**src/rtl/lcd_pkg.sv**
```systemverilog
// Shared types and constants for the character-LCD timing controller.
// Bit positions refer to the core's memory-mapped LCD register word.
package lcd_pkg;

    typedef enum logic [2:0] {
        S_PWR,
        S_IDLE,
        S_SETUP,
        S_EN,
        S_HOLD,
        S_WAIT
    } lcd_state_e;

    localparam int LCD_ON_BIT   = 31;
    localparam int LCD_TGL_BIT  = 10;
    localparam int LCD_RS_BIT   = 9;
    localparam int LCD_DATA_MSB = 7;

    localparam logic [7:0] LCD_CLR  = 8'h01;
    localparam logic [7:0] LCD_HOME = 8'h02;

    // Clear and return-home (0x01..0x03) need the long execution wait.
    function automatic logic is_long_cmd(input logic rs, input logic [7:0] data);
        return !rs && (data == LCD_CLR || data == LCD_HOME || data == 8'h03);
    endfunction

endpackage

```
**src/rtl/lcd_fifo.sv**
```systemverilog
// Small synchronous FIFO holding queued {RS, DATA} LCD commands.
// Read data is the current head; a pop on a full queue frees room for a same-cycle push.
module lcd_fifo #(
    parameter int DEPTH = 4,
    parameter int WIDTH = 9
) (
    input  logic                     clk,
    input  logic                     reset,
    input  logic                     push,
    input  logic                     pop,
    input  logic [WIDTH-1:0]         wdata,
    output logic [WIDTH-1:0]         rdata,
    output logic                     full,
    output logic                     empty,
    output logic [$clog2(DEPTH):0]   count
);

    localparam int AW = $clog2(DEPTH);

    logic [WIDTH-1:0] mem [DEPTH];
    logic [AW-1:0]    wr_ptr;
    logic [AW-1:0]    rd_ptr;
    logic             wr;
    logic             rd;

    assign full  = (count == (AW+1)'(DEPTH));
    assign empty = (count == '0);
    assign rd    = pop && !empty;
    assign wr    = push && (!full || rd);
    assign rdata = mem[rd_ptr];

    always_ff @(posedge clk) begin
        if (wr) begin
            mem[wr_ptr] <= wdata;
        end
    end

    // Pointers wrap naturally because DEPTH is a power of two.
    always_ff @(posedge clk) begin
        if (reset) begin
            wr_ptr <= '0;
            rd_ptr <= '0;
            count  <= '0;
        end else begin
            if (wr) begin
                wr_ptr <= wr_ptr + 1'b1;
            end
            if (rd) begin
                rd_ptr <= rd_ptr + 1'b1;
            end
            case ({wr, rd})
                2'b10:   count <= count + 1'b1;
                2'b01:   count <= count - 1'b1;
                default: count <= count;
            endcase
        end
    end

endmodule

```
**src/rtl/lcd_ctrl.sv**
```systemverilog
// HD44780-class LCD timing controller: detects command toggles from the core
// register, queues them, and replays each with setup/enable/hold/execution timing.
module lcd_ctrl
    import lcd_pkg::*;
#(
    parameter int T_PWR_CYC   = 750000,
    parameter int T_SETUP_CYC = 4,
    parameter int T_EN_CYC    = 25,
    parameter int T_HOLD_CYC  = 2,
    parameter int T_CMD_CYC   = 2500,
    parameter int T_CLR_CYC   = 82000,
    parameter int FIFO_DEPTH  = 4
) (
    input  logic                          i_clk,
    input  logic                          i_reset,
    input  logic [31:0]                   i_lcd_word,
    output logic [7:0]                    o_lcd_data,
    output logic                          o_lcd_rs,
    output logic                          o_lcd_rw,
    output logic                          o_lcd_en,
    output logic                          o_lcd_on,
    output logic                          o_busy,
    output logic                          o_ovf,
    output logic [$clog2(FIFO_DEPTH):0]   o_fifo_cnt
);

    localparam int MAX_A = (T_PWR_CYC > T_CLR_CYC) ? T_PWR_CYC : T_CLR_CYC;
    localparam int MAX_B = (T_CMD_CYC > T_EN_CYC) ? T_CMD_CYC : T_EN_CYC;
    localparam int MAX_C = (T_SETUP_CYC > T_HOLD_CYC) ? T_SETUP_CYC : T_HOLD_CYC;
    localparam int MAX_AB = (MAX_A > MAX_B) ? MAX_A : MAX_B;
    localparam int MAX_T = (MAX_AB > MAX_C) ? MAX_AB : MAX_C;
    localparam int CNT_W = ($clog2(MAX_T + 1) > 20) ? $clog2(MAX_T + 1) : 20;

    lcd_state_e       state_q, state_d;
    logic [CNT_W-1:0] cnt_q, cnt_d;
    logic             en_q, en_d;
    logic             rs_q, rs_d;
    logic [7:0]       data_q, data_d;
    logic             prev_tgl;
    logic             on_q;
    logic             ovf_q;

    logic             push;
    logic             pop;
    logic [8:0]       fifo_rdata;
    logic             fifo_full;
    logic             fifo_empty;
    logic             unused_word_bits;

    assign unused_word_bits = ^{i_lcd_word[30:11], i_lcd_word[8]};

    assign push = !i_reset && (i_lcd_word[LCD_TGL_BIT] != prev_tgl);

    lcd_fifo #(
        .DEPTH (FIFO_DEPTH),
        .WIDTH (9)
    ) u_fifo (
        .clk   (i_clk),
        .reset (i_reset),
        .push  (push),
        .pop   (pop),
        .wdata ({i_lcd_word[LCD_RS_BIT], i_lcd_word[LCD_DATA_MSB:0]}),
        .rdata (fifo_rdata),
        .full  (fifo_full),
        .empty (fifo_empty),
        .count (o_fifo_cnt)
    );

    // Loading prev_tgl during reset swallows whatever toggle level firmware left behind.
    always_ff @(posedge i_clk) begin
        if (i_reset) begin
            prev_tgl <= i_lcd_word[LCD_TGL_BIT];
            on_q     <= 1'b0;
            ovf_q    <= 1'b0;
        end else begin
            prev_tgl <= i_lcd_word[LCD_TGL_BIT];
            on_q     <= i_lcd_word[LCD_ON_BIT];
            if (push && fifo_full && !pop) begin
                ovf_q <= 1'b1;
            end
        end
    end

    always_ff @(posedge i_clk) begin
        if (i_reset) begin
            state_q <= S_PWR;
            cnt_q   <= CNT_W'(T_PWR_CYC);
            en_q    <= 1'b0;
            rs_q    <= 1'b0;
            data_q  <= '0;
        end else begin
            state_q <= state_d;
            cnt_q   <= cnt_d;
            en_q    <= en_d;
            rs_q    <= rs_d;
            data_q  <= data_d;
        end
    end

    // The shared counter is reloaded on every state entry; a state ends when it reaches 1.
    always_comb begin
        state_d = state_q;
        cnt_d   = cnt_q;
        en_d    = en_q;
        rs_d    = rs_q;
        data_d  = data_q;
        pop     = 1'b0;
        case (state_q)
            S_PWR: begin
                if (cnt_q <= CNT_W'(1)) begin
                    state_d = S_IDLE;
                    cnt_d   = '0;
                end else begin
                    cnt_d = cnt_q - 1'b1;
                end
            end
            S_IDLE: begin
                cnt_d = '0;
                if (!fifo_empty) begin
                    pop     = 1'b1;
                    rs_d    = fifo_rdata[8];
                    data_d  = fifo_rdata[7:0];
                    state_d = S_SETUP;
                    cnt_d   = CNT_W'(T_SETUP_CYC);
                end
            end
            S_SETUP: begin
                if (cnt_q <= CNT_W'(1)) begin
                    state_d = S_EN;
                    en_d    = 1'b1;
                    cnt_d   = CNT_W'(T_EN_CYC);
                end else begin
                    cnt_d = cnt_q - 1'b1;
                end
            end
            S_EN: begin
                if (cnt_q <= CNT_W'(1)) begin
                    state_d = S_HOLD;
                    en_d    = 1'b0;
                    cnt_d   = CNT_W'(T_HOLD_CYC);
                end else begin
                    cnt_d = cnt_q - 1'b1;
                end
            end
            S_HOLD: begin
                if (cnt_q <= CNT_W'(1)) begin
                    state_d = S_WAIT;
                    cnt_d   = is_long_cmd(rs_q, data_q) ? CNT_W'(T_CLR_CYC)
                                                        : CNT_W'(T_CMD_CYC);
                end else begin
                    cnt_d = cnt_q - 1'b1;
                end
            end
            S_WAIT: begin
                if (cnt_q <= CNT_W'(1)) begin
                    state_d = S_IDLE;
                    cnt_d   = '0;
                end else begin
                    cnt_d = cnt_q - 1'b1;
                end
            end
            default: begin
                state_d = S_PWR;
                cnt_d   = CNT_W'(T_PWR_CYC);
                en_d    = 1'b0;
            end
        endcase
    end

    assign o_lcd_data = data_q;
    assign o_lcd_rs   = rs_q;
    assign o_lcd_rw   = 1'b0;
    assign o_lcd_en   = en_q;
    assign o_lcd_on   = on_q;
    assign o_ovf      = ovf_q;
    assign o_busy     = (state_q != S_IDLE) || (cnt_q != '0) || !fifo_empty;

endmodule
```
**config.mk**
```make
export PLATFORM = sky130hd
export DESIGN_NAME = lcd_ctrl
export DESIGN_NICKNAME = d
export VERILOG_FILES = /design/src/rtl/lcd_pkg.sv /design/src/rtl/lcd_fifo.sv /design/src/rtl/lcd_ctrl.sv
export SDC_FILE = /design/constraint.sdc
export NUM_CORES = 1
export LEC_CHECK = 0
export CAP_MARGIN = 25
export CORE_MARGIN = 1
export CORE_UTILIZATION = 49
export CTS_BUF_LIST = sky130_fd_sc_hd__clkbuf_16
export CTS_CLUSTER_SIZE = 30
export DETAILED_ROUTE_END_ITERATION = 16
export HOLD_SLACK_MARGIN = 0.1
export PLACE_DENSITY = 0.76
export SETUP_SLACK_MARGIN = 0.5
export SLEW_MARGIN = 40
export SYNTH_ARGS = -nofsm -noshare
export SYNTH_HDL_FRONTEND = slang
export SYNTH_SLANG_ARGS = --single-unit
```
**constraint.sdc**
```tcl
create_clock -name i_clk -period 2.5 [get_ports i_clk]
set_input_delay 0.5 -clock i_clk [delete_from_list [all_inputs] [get_ports i_clk]]
set_output_delay 0.5 -clock i_clk [all_outputs]
set_load 0.005 [all_outputs]
```
==> qor.tcl <==
set qor(h-tree-depth) 3
set qor(final.min_clock_period_ns) 2.13
set qor(cts_tree) {yes}
set qor(synthMostInstantiatedCell) {dfxtp_1}
set qor(cts_buffers) 9
set qor(floorplan.die_area_um2) 7460
set qor(die_h_um) 86.4
set qor(rsz_0062_raised_after_global_routing) {yes}
set qor(synth-edff-count) 36
set qor(ir_worst_vdd_uv) 530
set qor(critPathMaxFanout) 2
set qor(drc_errors) 0
set qor(layout-drive-gt1-share_pct) 21.8
set qor(synthArstFlopShare_pct) 0
set qor(worst_clock_skew_ns) 0.00648
set qor(worst_pin_slew_ns) 0.686
set qor(insertedDiodeCount) 0
set qor(max_root_sink_buffers) 2
set qor(core_region_area_um2) 6830
set qor(floorplan.rows) 30
set qor(routed_wire_length_per_instance_um) 15.7
set qor(grt_pass1_wl_um) 11600
set qor(via_count) 2528
set qor(die_x_um) 86.4
set qor(fmax_mhz) 469
set qor(hold-worst-slack_ns) 0.425
set qor(report.final.hold_viol_count) 0
set qor(wirelength_um) 7250
set qor(layout_net_count) 404
set qor(post_synth_inst_count) 308
set qor(pwr_density_cell_nw_per_um2) 633
set qor(synth.lib_cells_used.distinct) 57
set qor(totalPowerFinal_mw) 2.81
set qor(routed_via_density) 5.46
set qor(outcome) {complete, no violations}
set qor(syn_to_layout_area_delta_pct) 27.1
set qor(synth_area_leaders) {edfxtp_1 31%, dfxtp_1 25%, mux4_2 5.8%}
set qor(final.fill_count) 518
set qor(setup.worst_path.end_class) {primary output}
set qor(grt_pass1_vias) 2440
set qor(grt_util_all_layers_pct) 20.7
set qor(ant_nets) 0
set qor(crit_required_ns) 2.00
set qor(dp.final_hpwl_um) 4860
set qor(critical_path.max_stage_delay_ns) 0.35
set qor(synth.cell_area_um2) 3490
set qor(post_synth_most_frequent_cells) {43 x dfxtp_1, 36 x edfxtp_1, 31 x nand2_1, 21 x nor2_1, 17 x nor3_1}
set qor(yosysSeqAreaShare_pct) 55.6
set qor(grt_antenna_before_repair) 0
set qor(overflow) 0
set qor(clk_root_buffer_cell) {clkbuf_16}
set qor(synth-warning-count) 0
set qor(start_kind) {register}
set qor(clkSinkCount) 79
set qor(starting_density_of_the_core_pct) 51.1
set qor(clkLatencyLatePin_ns) 0.33
set qor(path_cells) {nor4_4 > nand3_2 > nor3_4 > nand4_1 > buf_2}
set qor(clk_pin_slew_worst_paths_ns) 0.06
set qor(hp-class) {input pin to register}
set qor(leakage_nw) 1.50
set qor(criticalPathCategory) {register to primary output}
set qor(io_pins) 51
set qor(finalCritPeriodShare_pct) 85.3
set qor(placed_area_um2) 3980
set qor(finish_stage_setup_viols) 0
set qor(grt_max_degree) 32
set qor(drt_iter0_drc) 117
set qor(netlist.area_leader.share_pct) 31.0
set qor(critical_path.slowest_cell) {dfxtp_4}
set qor(postSynthNetCount) 350
set qor(netlist.top_cell.by_area) {edfxtp_1}
set qor(ys_dominant_reg_cell) {dfxtp_1}
set qor(synth-seq-cells) 79
set qor(crit_path_dat_ns) 1.63
set qor(numPortBuffers) 28
set qor(syn-mean-instance-area_um2) 11.3
set qor(final-max-slew-violation-count) 0
set qor(drt_pass1_iterations) 4
set qor(timing.max_cap.violations) 0
set qor(gpl_congestion) 0.891
set qor(timing.max_slew.rel_slack_pct) 54.2
set qor(final_std_cell_area_no_fill_um2) 4430
## area by class of cell
class                   instances  area [um2]  share of cell area (%)
clock buffers                   9         225                    5.08
clock inverters                 7        41.3                   0.931
multi-input cells             203        1570                    35.3
repair buffers                 56         484                    10.9
inverters                      13        48.8                    1.10
flip-flops and latches         79        1950                    43.9
well taps                      96         120                    2.71
## flip-flops by register name, indices dropped and copies added, names as in the netlist
register	cells
state_q	3
u_fifo.mem	36
prev_tgl	1
o_lcd_on	1
cnt_q	20
u_fifo.wr_ptr	2
o_lcd_rs	1
o_lcd_data	8
o_lcd_en	1
u_fifo.rd_ptr	2
u_fifo.count	3
o_ovf	1
## cell families (layout without fill, tap and decap cells)
group	count (synthesis)	count (layout)	synth area share [%]
muxes	10	10	6.10
adders and majority gates	8	8	3.08
AOI/OAI and AO/OA	52	52	9.39
other	1	1	0.107
xor gates and xnor gates	23	23	5.77
DFF	79	79	55.6
buffers and inverters	26	85	3.26
and+or+nand+nor	109	109	16.6
## where the power goes
part	total, mW	internal, mW	switching (mW)
registers	1.43	1.39	0.0336
clock network	1.15	0.664	0.488
logic	0.227	0.108	0.119
## worst max-delay path: cells and delay by family (launching register included)
family                 cells  cell delay, ns
buffers and inverters      1            0.15
flip-flops                 1            0.35
AND/OR/NAND/NOR            4            0.81
## through the flow
step / cells / setup WS [ns] / utilization, % / setup TNS [ns]
3_3_place_gp: 436 / 0.0135 / 58.2 / 0
5_1_grt: 463 / 0.285 / 64.9 / 0
4_1_cts: 458 / 0.345 / 63.4 / 0
2_1_floorplan: 308 / 0.281 / - / 0
6_report: 463 / 0.368 / 64.9 / 0
3_5_place_dp: 436 / -0.0259 / 58.2 / -0.0259
## routing by layer
metal | part of all wire (%) | wire, um | track usage (%)
met5 | 0 | 0 | 0
met4 | 1.3 | 94 | 7.42
met3 | 3.9 | 282 | 4.48
met2 | 53 | 3820 | 37.4
met1 | 42 | 3050 | 24.4
## worst paths after layout
kind,startpoint,end,slack [ns],cells after the start
hold reg to reg,o_lcd_data[6],o_lcd_data[6],0.48,2
setup reg to reg,state_q[0],u_fifo.count[2],0.39,10
setup / recovery,cnt_q[5],o_busy,0.37,5
hold / removal,i_lcd_word[10],prev_tgl,0.42,1
## repair_timing
item	4_1_cts	5_1_grt
setup endpoints to repair	22	12
hold buffers	0	0
pin swaps	6	9
setup buffers	6	5
resized for setup	16	11
## placed cells by master (no fill, tap or decap), types with 6 or more instances in the layout
master,n
clkbuf_16,9
xnor2_1,16
buf_4,28
ha_1,6
o21ai_1,7
inv_1,13
edfxtp_1,36
mux4_2,9
xor2_1,7
o21ai_0,6
nor2_1,21
nand2_1,29
clkdlybuf4s50_1,26
a21oi_1,15
or3_1,6
dfxtp_1,40
nor3_1,15
(Power assumes the default switching activity.)
